**config.mk**
```make
export PLATFORM = sky130hd
export DESIGN_NAME = frog_move_ctrl_flat
export DESIGN_NICKNAME = d
export VERILOG_FILES = /design/src/rtl/frogger_pkg.sv /design/src/rtl/frog_move_ctrl_if.sv /design/src/rtl/frog_move_ctrl_key_repeat.sv /design/src/rtl/frog_move_ctrl.sv /design/src/flat_wrapper.sv
export SDC_FILE = /design/constraint.sdc
export NUM_CORES = 1
export LEC_CHECK = 0
export ABC_AREA = 1
export ABC_CLOCK_PERIOD_IN_PS = 3800
export BUFFER_PORTS_ARGS = -buffer_cell sky130_fd_sc_hd__buf_4
export CAP_MARGIN = 40
export CORE_MARGIN = 10
export CORE_UTILIZATION = 30
export CTS_CLUSTER_DIAMETER = 120
export DETAILED_ROUTE_END_ITERATION = 8
export GPL_ROUTABILITY_DRIVEN = 0
export PLACE_DENSITY_LB_ADDON = 0.2
export REMOVE_ABC_BUFFERS = 1
export SETUP_SLACK_MARGIN = 0.15
export SLEW_MARGIN = 20
export SYNTH_ARGS = -nofsm -noshare
export SYNTH_HDL_FRONTEND = slang
export SYNTH_HIERARCHICAL = 1
export SYNTH_SLANG_ARGS = --single-unit
```
**constraint.sdc**
```tcl
create_clock -name clk -period 3.8 [get_ports clk]
set_input_delay 0.38 -clock clk [delete_from_list [all_inputs] [get_ports clk]]
set_output_delay 0.38 -clock clk [all_outputs]
set_load 0.05 [all_outputs]
```
**src/rtl/frogger_pkg.sv**
```systemverilog
// Shared types for the frog movement controller: hop directions, HID
// keycodes, the registered key record and the hop FSM states.
package frogger_pkg;

    typedef enum logic [1:0] {
        UP    = 2'b00,
        DOWN  = 2'b01,
        LEFT  = 2'b10,
        RIGHT = 2'b11
    } dir_t;

    typedef enum logic {
        ST_IDLE = 1'b0,
        ST_HOP  = 1'b1
    } state_t;

    // HID usage codes for WASD and the arrow cluster
    localparam logic [7:0] KEY_W     = 8'h1A;
    localparam logic [7:0] KEY_S     = 8'h16;
    localparam logic [7:0] KEY_A     = 8'h04;
    localparam logic [7:0] KEY_D     = 8'h07;
    localparam logic [7:0] KEY_UP    = 8'h52;
    localparam logic [7:0] KEY_DOWN  = 8'h51;
    localparam logic [7:0] KEY_LEFT  = 8'h50;
    localparam logic [7:0] KEY_RIGHT = 8'h4F;

    // Decoded key: a direction plus whether the code meant a direction at all
    typedef struct packed {
        logic valid;
        dir_t dir;
    } key_t;

    function automatic key_t decode_key(input logic [7:0] code);
        key_t k;
        k.valid = 1'b1;
        k.dir   = UP;
        case (code)
            KEY_W, KEY_UP:     k.dir = UP;
            KEY_S, KEY_DOWN:   k.dir = DOWN;
            KEY_A, KEY_LEFT:   k.dir = LEFT;
            KEY_D, KEY_RIGHT:  k.dir = RIGHT;
            default:           k.valid = 1'b0;
        endcase
        return k;
    endfunction

endpackage

```
**src/rtl/frog_move_ctrl_if.sv**
```systemverilog
// Keyboard/frame inputs and frog position outputs of the movement controller.
// The master side drives the keyboard and frame signals; the slave is the
// controller itself.
interface frog_move_ctrl_if;
    logic [7:0] keycode;
    logic       frame_tick;
    logic       enable;
    logic       respawn;
    logic [3:0] frog_col;
    logic [3:0] frog_row;
    logic [1:0] hop_dir;
    logic       hopping;
    logic       move_pulse;

    modport master (
        output keycode, frame_tick, enable, respawn,
        input  frog_col, frog_row, hop_dir, hopping, move_pulse
    );

    modport slave (
        input  keycode, frame_tick, enable, respawn,
        output frog_col, frog_row, hop_dir, hopping, move_pulse
    );
endinterface

```
**src/rtl/frog_move_ctrl_key_repeat.sv**
```systemverilog
// Keycode decode, press-edge detection and hold-to-repeat pacing.
// Emits a one-cycle request (press or auto-repeat) carrying the held direction.
module key_repeat
    import frogger_pkg::*;
#(
    parameter int REPEAT_DELAY  = 15,
    parameter int REPEAT_PERIOD = 6
) (
    input  logic       clk,
    input  logic       reset,
    input  logic [7:0] keycode,
    input  logic       frame_tick,
    input  logic       clear,
    output logic       req_valid,
    output dir_t       req_dir
);

    localparam int            CW      = $clog2(REPEAT_DELAY + 1);
    // The tick that takes the count from DELAY-1 to DELAY fires the repeat
    localparam logic [CW-1:0] FIRE_AT = CW'(REPEAT_DELAY - 1);
    localparam logic [CW-1:0] RELOAD  = CW'(REPEAT_DELAY - REPEAT_PERIOD);

    key_t          key_q, key_d;
    key_t          prev_q, prev_d;
    logic [CW-1:0] rpt_cnt_q, rpt_cnt_d;
    logic          press;
    logic          repeat_fire;

    // Press detection and repeat counter next-state
    always_comb begin
        key_d       = decode_key(keycode);
        prev_d      = key_q;
        press       = key_q.valid && (!prev_q.valid || (key_q.dir != prev_q.dir));
        repeat_fire = 1'b0;
        rpt_cnt_d   = rpt_cnt_q;
        if (clear || press || !key_q.valid) begin
            // A press also swallows a coincident frame tick
            rpt_cnt_d = '0;
        end else if (frame_tick) begin
            if (rpt_cnt_q == FIRE_AT) begin
                repeat_fire = 1'b1;
                rpt_cnt_d   = RELOAD;
            end else begin
                rpt_cnt_d = rpt_cnt_q + CW'(1);
            end
        end
        req_valid = press || repeat_fire;
        req_dir   = key_q.dir;
    end

    // Key history and repeat counter registers
    always_ff @(posedge clk) begin
        if (reset) begin
            key_q     <= '0;
            prev_q    <= '0;
            rpt_cnt_q <= '0;
        end else begin
            key_q     <= key_d;
            prev_q    <= prev_d;
            rpt_cnt_q <= rpt_cnt_d;
        end
    end

endmodule

```
**src/rtl/frog_move_ctrl.sv**
```systemverilog
// Frog movement controller: turns keyboard requests into grid-bounded hops,
// buffering one request while a hop is locked for HOP_FRAMES frames.
module frog_move_ctrl
    import frogger_pkg::*;
#(
    parameter int COLS          = 13,
    parameter int ROWS          = 13,
    parameter int START_COL     = 6,
    parameter int START_ROW     = 12,
    parameter int HOP_FRAMES    = 4,
    parameter int REPEAT_DELAY  = 15,
    parameter int REPEAT_PERIOD = 6
) (
    input  logic            clk,
    input  logic            reset,
    frog_move_ctrl_if.slave bus
);

    localparam int         HW      = $clog2(HOP_FRAMES + 1);
    localparam logic [3:0] COL_MAX = 4'(COLS - 1);
    localparam logic [3:0] ROW_MAX = 4'(ROWS - 1);
    localparam logic [3:0] COL_0   = 4'(START_COL);
    localparam logic [3:0] ROW_0   = 4'(START_ROW);

    state_t        state_q, state_d;
    logic [3:0]    col_q, col_d;
    logic [3:0]    row_q, row_d;
    dir_t          hop_dir_q, hop_dir_d;
    logic          hopping_q, hopping_d;
    logic          pulse_q, pulse_d;
    logic [HW-1:0] hop_cnt_q, hop_cnt_d;
    logic          pend_valid_q, pend_valid_d;
    dir_t          pend_dir_q, pend_dir_d;

    logic          req_valid;
    dir_t          req_dir;
    logic          consume;
    logic          in_bounds;
    logic [3:0]    tgt_col;
    logic [3:0]    tgt_row;

    key_repeat #(
        .REPEAT_DELAY  (REPEAT_DELAY),
        .REPEAT_PERIOD (REPEAT_PERIOD)
    ) u_key_repeat (
        .clk        (clk),
        .reset      (reset),
        .keycode    (bus.keycode),
        .frame_tick (bus.frame_tick),
        .clear      (bus.respawn),
        .req_valid  (req_valid),
        .req_dir    (req_dir)
    );

    // Target of the pending move; bounds are checked on the current position
    // so the 4-bit coordinates never wrap
    always_comb begin
        tgt_col   = col_q;
        tgt_row   = row_q;
        in_bounds = 1'b0;
        case (pend_dir_q)
            UP: begin
                in_bounds = (row_q != 4'd0);
                tgt_row   = row_q - 4'd1;
            end
            DOWN: begin
                in_bounds = (row_q < ROW_MAX);
                tgt_row   = row_q + 4'd1;
            end
            LEFT: begin
                in_bounds = (col_q != 4'd0);
                tgt_col   = col_q - 4'd1;
            end
            default: begin
                in_bounds = (col_q < COL_MAX);
                tgt_col   = col_q + 4'd1;
            end
        endcase
    end

    // Hop FSM, position tracking and pending-buffer next-state
    always_comb begin
        state_d      = state_q;
        col_d        = col_q;
        row_d        = row_q;
        hop_dir_d    = hop_dir_q;
        hopping_d    = hopping_q;
        pulse_d      = 1'b0;
        hop_cnt_d    = hop_cnt_q;
        pend_valid_d = pend_valid_q;
        pend_dir_d   = pend_dir_q;
        consume      = (state_q == ST_IDLE) && pend_valid_q && bus.enable;

        if (bus.respawn) begin
            // Respawn outranks any request arriving this cycle
            state_d      = ST_IDLE;
            col_d        = COL_0;
            row_d        = ROW_0;
            hop_dir_d    = UP;
            hopping_d    = 1'b0;
            hop_cnt_d    = '0;
            pend_valid_d = 1'b0;
        end else begin
            case (state_q)
                ST_IDLE: begin
                    // Out-of-bounds requests are consumed silently
                    if (consume && in_bounds) begin
                        col_d     = tgt_col;
                        row_d     = tgt_row;
                        hop_dir_d = pend_dir_q;
                        pulse_d   = 1'b1;
                        hop_cnt_d = HW'(HOP_FRAMES);
                        hopping_d = 1'b1;
                        state_d   = ST_HOP;
                    end
                end
                default: begin
                    if (bus.frame_tick) begin
                        if (hop_cnt_q <= HW'(1)) begin
                            hop_cnt_d = '0;
                            hopping_d = 1'b0;
                            state_d   = ST_IDLE;
                        end else begin
                            hop_cnt_d = hop_cnt_q - HW'(1);
                        end
                    end
                end
            endcase

            // Newest request wins; a disabled game holds nothing in reserve
            if (!bus.enable) begin
                pend_valid_d = 1'b0;
            end else if (req_valid) begin
                pend_valid_d = 1'b1;
                pend_dir_d   = req_dir;
            end else if (consume) begin
                pend_valid_d = 1'b0;
            end
        end
    end

    // State and registered outputs
    always_ff @(posedge clk) begin
        if (reset) begin
            state_q      <= ST_IDLE;
            col_q        <= COL_0;
            row_q        <= ROW_0;
            hop_dir_q    <= UP;
            hopping_q    <= 1'b0;
            pulse_q      <= 1'b0;
            hop_cnt_q    <= '0;
            pend_valid_q <= 1'b0;
            pend_dir_q   <= UP;
        end else begin
            state_q      <= state_d;
            col_q        <= col_d;
            row_q        <= row_d;
            hop_dir_q    <= hop_dir_d;
            hopping_q    <= hopping_d;
            pulse_q      <= pulse_d;
            hop_cnt_q    <= hop_cnt_d;
            pend_valid_q <= pend_valid_d;
            pend_dir_q   <= pend_dir_d;
        end
    end

    assign bus.frog_col   = col_q;
    assign bus.frog_row   = row_q;
    assign bus.hop_dir    = hop_dir_q;
    assign bus.hopping    = hopping_q;
    assign bus.move_pulse = pulse_q;

endmodule

```
**src/flat_wrapper.sv**
```systemverilog
// flat-port wrapper written by rule: the top's interface ports become plain ports
module frog_move_ctrl_flat import frogger_pkg::*;
#(
    parameter int COLS          = 13,
    parameter int ROWS          = 13,
    parameter int START_COL     = 6,
    parameter int START_ROW     = 12,
    parameter int HOP_FRAMES    = 4,
    parameter int REPEAT_DELAY  = 15,
    parameter int REPEAT_PERIOD = 6
)
  (clk, reset, bus_keycode, bus_frame_tick, bus_enable, bus_respawn, bus_frog_col, bus_frog_row, bus_hop_dir, bus_hopping, bus_move_pulse);
  frog_move_ctrl_if bus_i ();
  input  logic clk;
  input  logic reset;
  input wire logic [$bits(bus_i.keycode)-1:0] bus_keycode;
  input wire logic [$bits(bus_i.frame_tick)-1:0] bus_frame_tick;
  input wire logic [$bits(bus_i.enable)-1:0] bus_enable;
  input wire logic [$bits(bus_i.respawn)-1:0] bus_respawn;
  output wire logic [$bits(bus_i.frog_col)-1:0] bus_frog_col;
  output wire logic [$bits(bus_i.frog_row)-1:0] bus_frog_row;
  output wire logic [$bits(bus_i.hop_dir)-1:0] bus_hop_dir;
  output wire logic [$bits(bus_i.hopping)-1:0] bus_hopping;
  output wire logic [$bits(bus_i.move_pulse)-1:0] bus_move_pulse;
  assign bus_i.keycode = bus_keycode;
  assign bus_i.frame_tick = bus_frame_tick;
  assign bus_i.enable = bus_enable;
  assign bus_i.respawn = bus_respawn;
  assign bus_frog_col = bus_i.frog_col;
  assign bus_frog_row = bus_i.frog_row;
  assign bus_hop_dir = bus_i.hop_dir;
  assign bus_hopping = bus_i.hopping;
  assign bus_move_pulse = bus_i.move_pulse;
  frog_move_ctrl #(.COLS(COLS), .ROWS(ROWS), .START_COL(START_COL), .START_ROW(START_ROW), .HOP_FRAMES(HOP_FRAMES), .REPEAT_DELAY(REPEAT_DELAY), .REPEAT_PERIOD(REPEAT_PERIOD)) u_core (.clk(clk), .reset(reset), .bus(bus_i));
endmodule
```
==> summary.md <==
| Metric | Value |
|---|---|
| Drt drc | `0` |
| Most frequent CP cell | `nand2_1` |
| Antenna-violating nets left | `0` |
| Synth async-reset ratio | `0` |
| Die Ht | `96.4 um` |
| Core area | `around 5600 sq um` |
| Post-synth EDFFs | `0` |
| Utilization after layout | `0.371` |
| Final period util | `0.492` |
| Post-Layout Inst Area | `2070 sq um` |
| Worst setup margin | `1.93 ns` |
| Final Hold Viols | `0` |
| Routed vias | `around 1,600` |
| DR WL/cell | `approximately 10 um` |
| Number of global-route vias before repair | `1,485` |
| Diodes inserted | `0` |
| R2R Setup Slk | `roughly 1.9 ns` |
| CP required | `approximately 4.0 ns` |
| Crit path DAT | `2.08 ns` |
| Area after DPL | `between 1500 and 2000 sq um` |
| Initial Utilization | `0.314` |
| Total power | `approximately 600 uW` |
| CTS tree | `done` |
| Critical Path Sink Type | `register` |
| Via-to-Cell Ratio | `4.32` |
| I/O pin count | `25` |
| Area contributors post-synth | `dfxtp_1, nand2_1, nor2_1` |
| Sequential area share after synthesis | `0.331` |
| Ys flop type | `dfxtp_1` |
| Critical Path Sink | `u_core/bus.frog_col[3]` |
| Final setup fails | `0` |
| Top cells by count, synth | `nand2_1, nor2_1, inv_1` |
| Worst vdd ir | `approximately 0.12 mV` |
| Clock Path Buffers | `2` |
| Fmax | `534 MHz` |
| Setup WS pre-CTS | `between 1.5 and 2 ns` |
| Initial antenna violation count | `0` |
| Synth warnings | `6` |
| Die area | `approximately 9300 sq um` |
| Drt pass-1 iters | `4` |
| Worst-path cell chain | `inv_6, nor2_1, ha_1, nand2_1, nand2_1, nor2_1, nand3_1, nand2_1, nand3_1, a21oi_1` |
| Crit Reg-Reg Startpoint | `u_core/pend_dir_q[1]` |
| Post-synth cell types | `29` |
| Final worst path period need | `1.87 ns` |
| HPWL after DPL | `2840 um` |
| Critical path's slowest cell | `dfxtp_1` |
| TritonCTS Sinks | `29` |
| Status | `complete, no violations` |
| First-pass GRT wire length | `6220 um` |
| Pin count of the biggest net entering global routing | `12` |
| Static Leak | `0.000976 uW` |
| Count leader, synth | `nand2_1` |
| RSZ-0062 raised after global routing | `false` |
| Critical Path Start | `u_core/pend_dir_q[1]` |
| DRT Wirelength | `around 3700 um` |
| Gr usage total | `0.0828` |
| Kind of critical path | `register to register` |
| Max-cap violations | `0` |
| Post-cts gate resize count | `0` |
| Type of the tightest min-delay check | `input port to register` |
| Skew-Pair Late Insertion Delay | `roughly 0.27 ns` |
| Worst hold path depth | `2` |
| FILL cells | `598` |
| Mapped cell area | `~1800 sq um` |
| Gate Count Post-Synth | `roughly 260` |
| Skew final | `about 0.0066 ns` |
| Port bufs | `24` |
| Slew at the pin with the worst max-slew slack | `0.772 ns` |
| Hold-fix buffers, CTS | `0` |
| Site Rows | `27` |
| Share of post-route cells with drive strength above 1 | `0.179` |
| Setup TNS | `0 ns` |
| Crit-path max cell delay | `0.56 ns` |
| Reg2Reg Depth | `10` |
| PwrDens | `roughly 290 nW/um^2` |
| Die Wd | `about 96 um` |
| Clock Tree Root | `clkbuf_8` |
| Pins Over Slew Limit | `0` |
| Syn Area/Cell | `~6.7 sq um` |
| Grt ovf | `0` |
| Leading area contributor after synthesis | `dfxtp_1` |
| Num CTS Buffers | `5` |
| CTS H-tree depth | `2` |
| Fin nets | `311` |
| Worst setup SP type | `register` |
| Share of the synthesized area in the top cell type | `0.331` |
| Max FO, Critical Path | `8` |
| Initial DRC count | `approximately 80` |
| Area grow syn2layout | `18.0%` |
| Setup bufs post-CTS | `0` |
| Worst slew margin | `0.484` |
| Reg-to-reg endpoint | `u_core/bus.frog_col[3]` |
| #FFs+latches synth | `29` |
| Worst-path clk slew | `approximately 0.060 ns` |
registers in the layout (all words and copies together) (netlist names):
register,count
u_core/pend_dir_q,2
u_core/bus.frog_col,4
u_core/u_key_repeat/rpt_cnt_q,4
u_core/u_key_repeat/req_dir,2
u_core/pend_valid_q,1
u_core/u_key_repeat/key_q,1
u_core/bus.hopping,1
u_core/u_key_repeat/prev_q,3
u_core/state_q,1
u_core/bus.move_pulse,1
u_core/bus.frog_row,4
u_core/hop_cnt_q,3
u_core/bus.hop_dir,2
cells by family after synthesis:
group                    after synthesis  synth area share
flip-flops                            29             0.331
AO/OA/AOI/OAI                         23            0.0714
XOR/XNOR                               7            0.0350
adder cells (fa/ha/maj)                8            0.0657
buffers and inverters                 43             0.110
AND/OR/NAND/NOR                      153             0.386
layer usage:
layer,routed length [um],share of wire,GRT usage,up-vias
met3,196,0.053,0.0247,6
met4,57,0.015,0.0363,0
met2,1720,0.47,0.141,29
met5,0,0,0,-
met1,1710,0.46,0.0937,663
li1,-,-,-,865
through the flow:
stage | instances | hold slack (ns)
2_1_floorplan | 259 | 0.425
6_report | 362 | 0.326
4_1_cts | 362 | 0.318
3_5_place_dp | 355 | 0.447
5_1_grt | 362 | 0.326
3_3_place_gp | 355 | 0.443
worst min-delay path by stage:
stage	to	startpoint
2_1_floorplan	u_core/u_key_repeat/prev_q[1]	u_core/u_key_repeat/req_dir[1]
3_3_place_gp	u_core/u_key_repeat/prev_q[0]	u_core/u_key_repeat/req_dir[0]
3_5_place_dp	u_core/u_key_repeat/prev_q[1]	u_core/u_key_repeat/req_dir[1]
4_1_cts	u_core/pend_valid_q	reset
5_1_grt	u_core/u_key_repeat/req_dir[0]	reset
6_report	u_core/pend_valid_q	reset
placed cells by master, fill, tap and decap left out, drive strengths merged:
| cell type | instances |
|---|---|
| ha | 6 |
| a21oi | 14 |
| inv | 39 |
| nor3 | 3 |
| nand4 | 3 |
| a21o | 1 |
| nand2 | 75 |
| nand3b | 1 |
| xor2 | 3 |
| xnor2 | 4 |
| fa | 2 |
| dfxtp | 29 |
| buf | 24 |
| nand3 | 22 |
| o21ai | 8 |
| nor2 | 49 |
| clkbuf | 7 |
report_power, final:
part | switching, uW | internal [uW] | leakage, uW
combinational | 19.1 | 14.1 | 0.000698
clock | 108 | 143 | 0.0000443
sequential | 0.568 | 305 | 0.000234
total | 127 | 462 | 0.000976
worst max-delay path: cells and delay by family (launching register included):
kind / cells / cell delay (ns)
AOI/OAI and AO/OA: 1 / 0.13
adders and majority gates: 1 / 0.33
buffers and inverters: 1 / 0.09
DFF: 1 / 0.56
and+or+nand+nor: 7 / 0.70
cell type report:
type | count | area (sq um) | area share
multi-input combinational | 191 | 978 | 0.473
sequential | 29 | 581 | 0.281
timing repair buffer | 24 | 180 | 0.0872
inverter | 39 | 151 | 0.0732
tap | 72 | 90.1 | 0.0436
clock buffer | 7 | 86.3 | 0.0418
(Power assumes the default switching activity.)
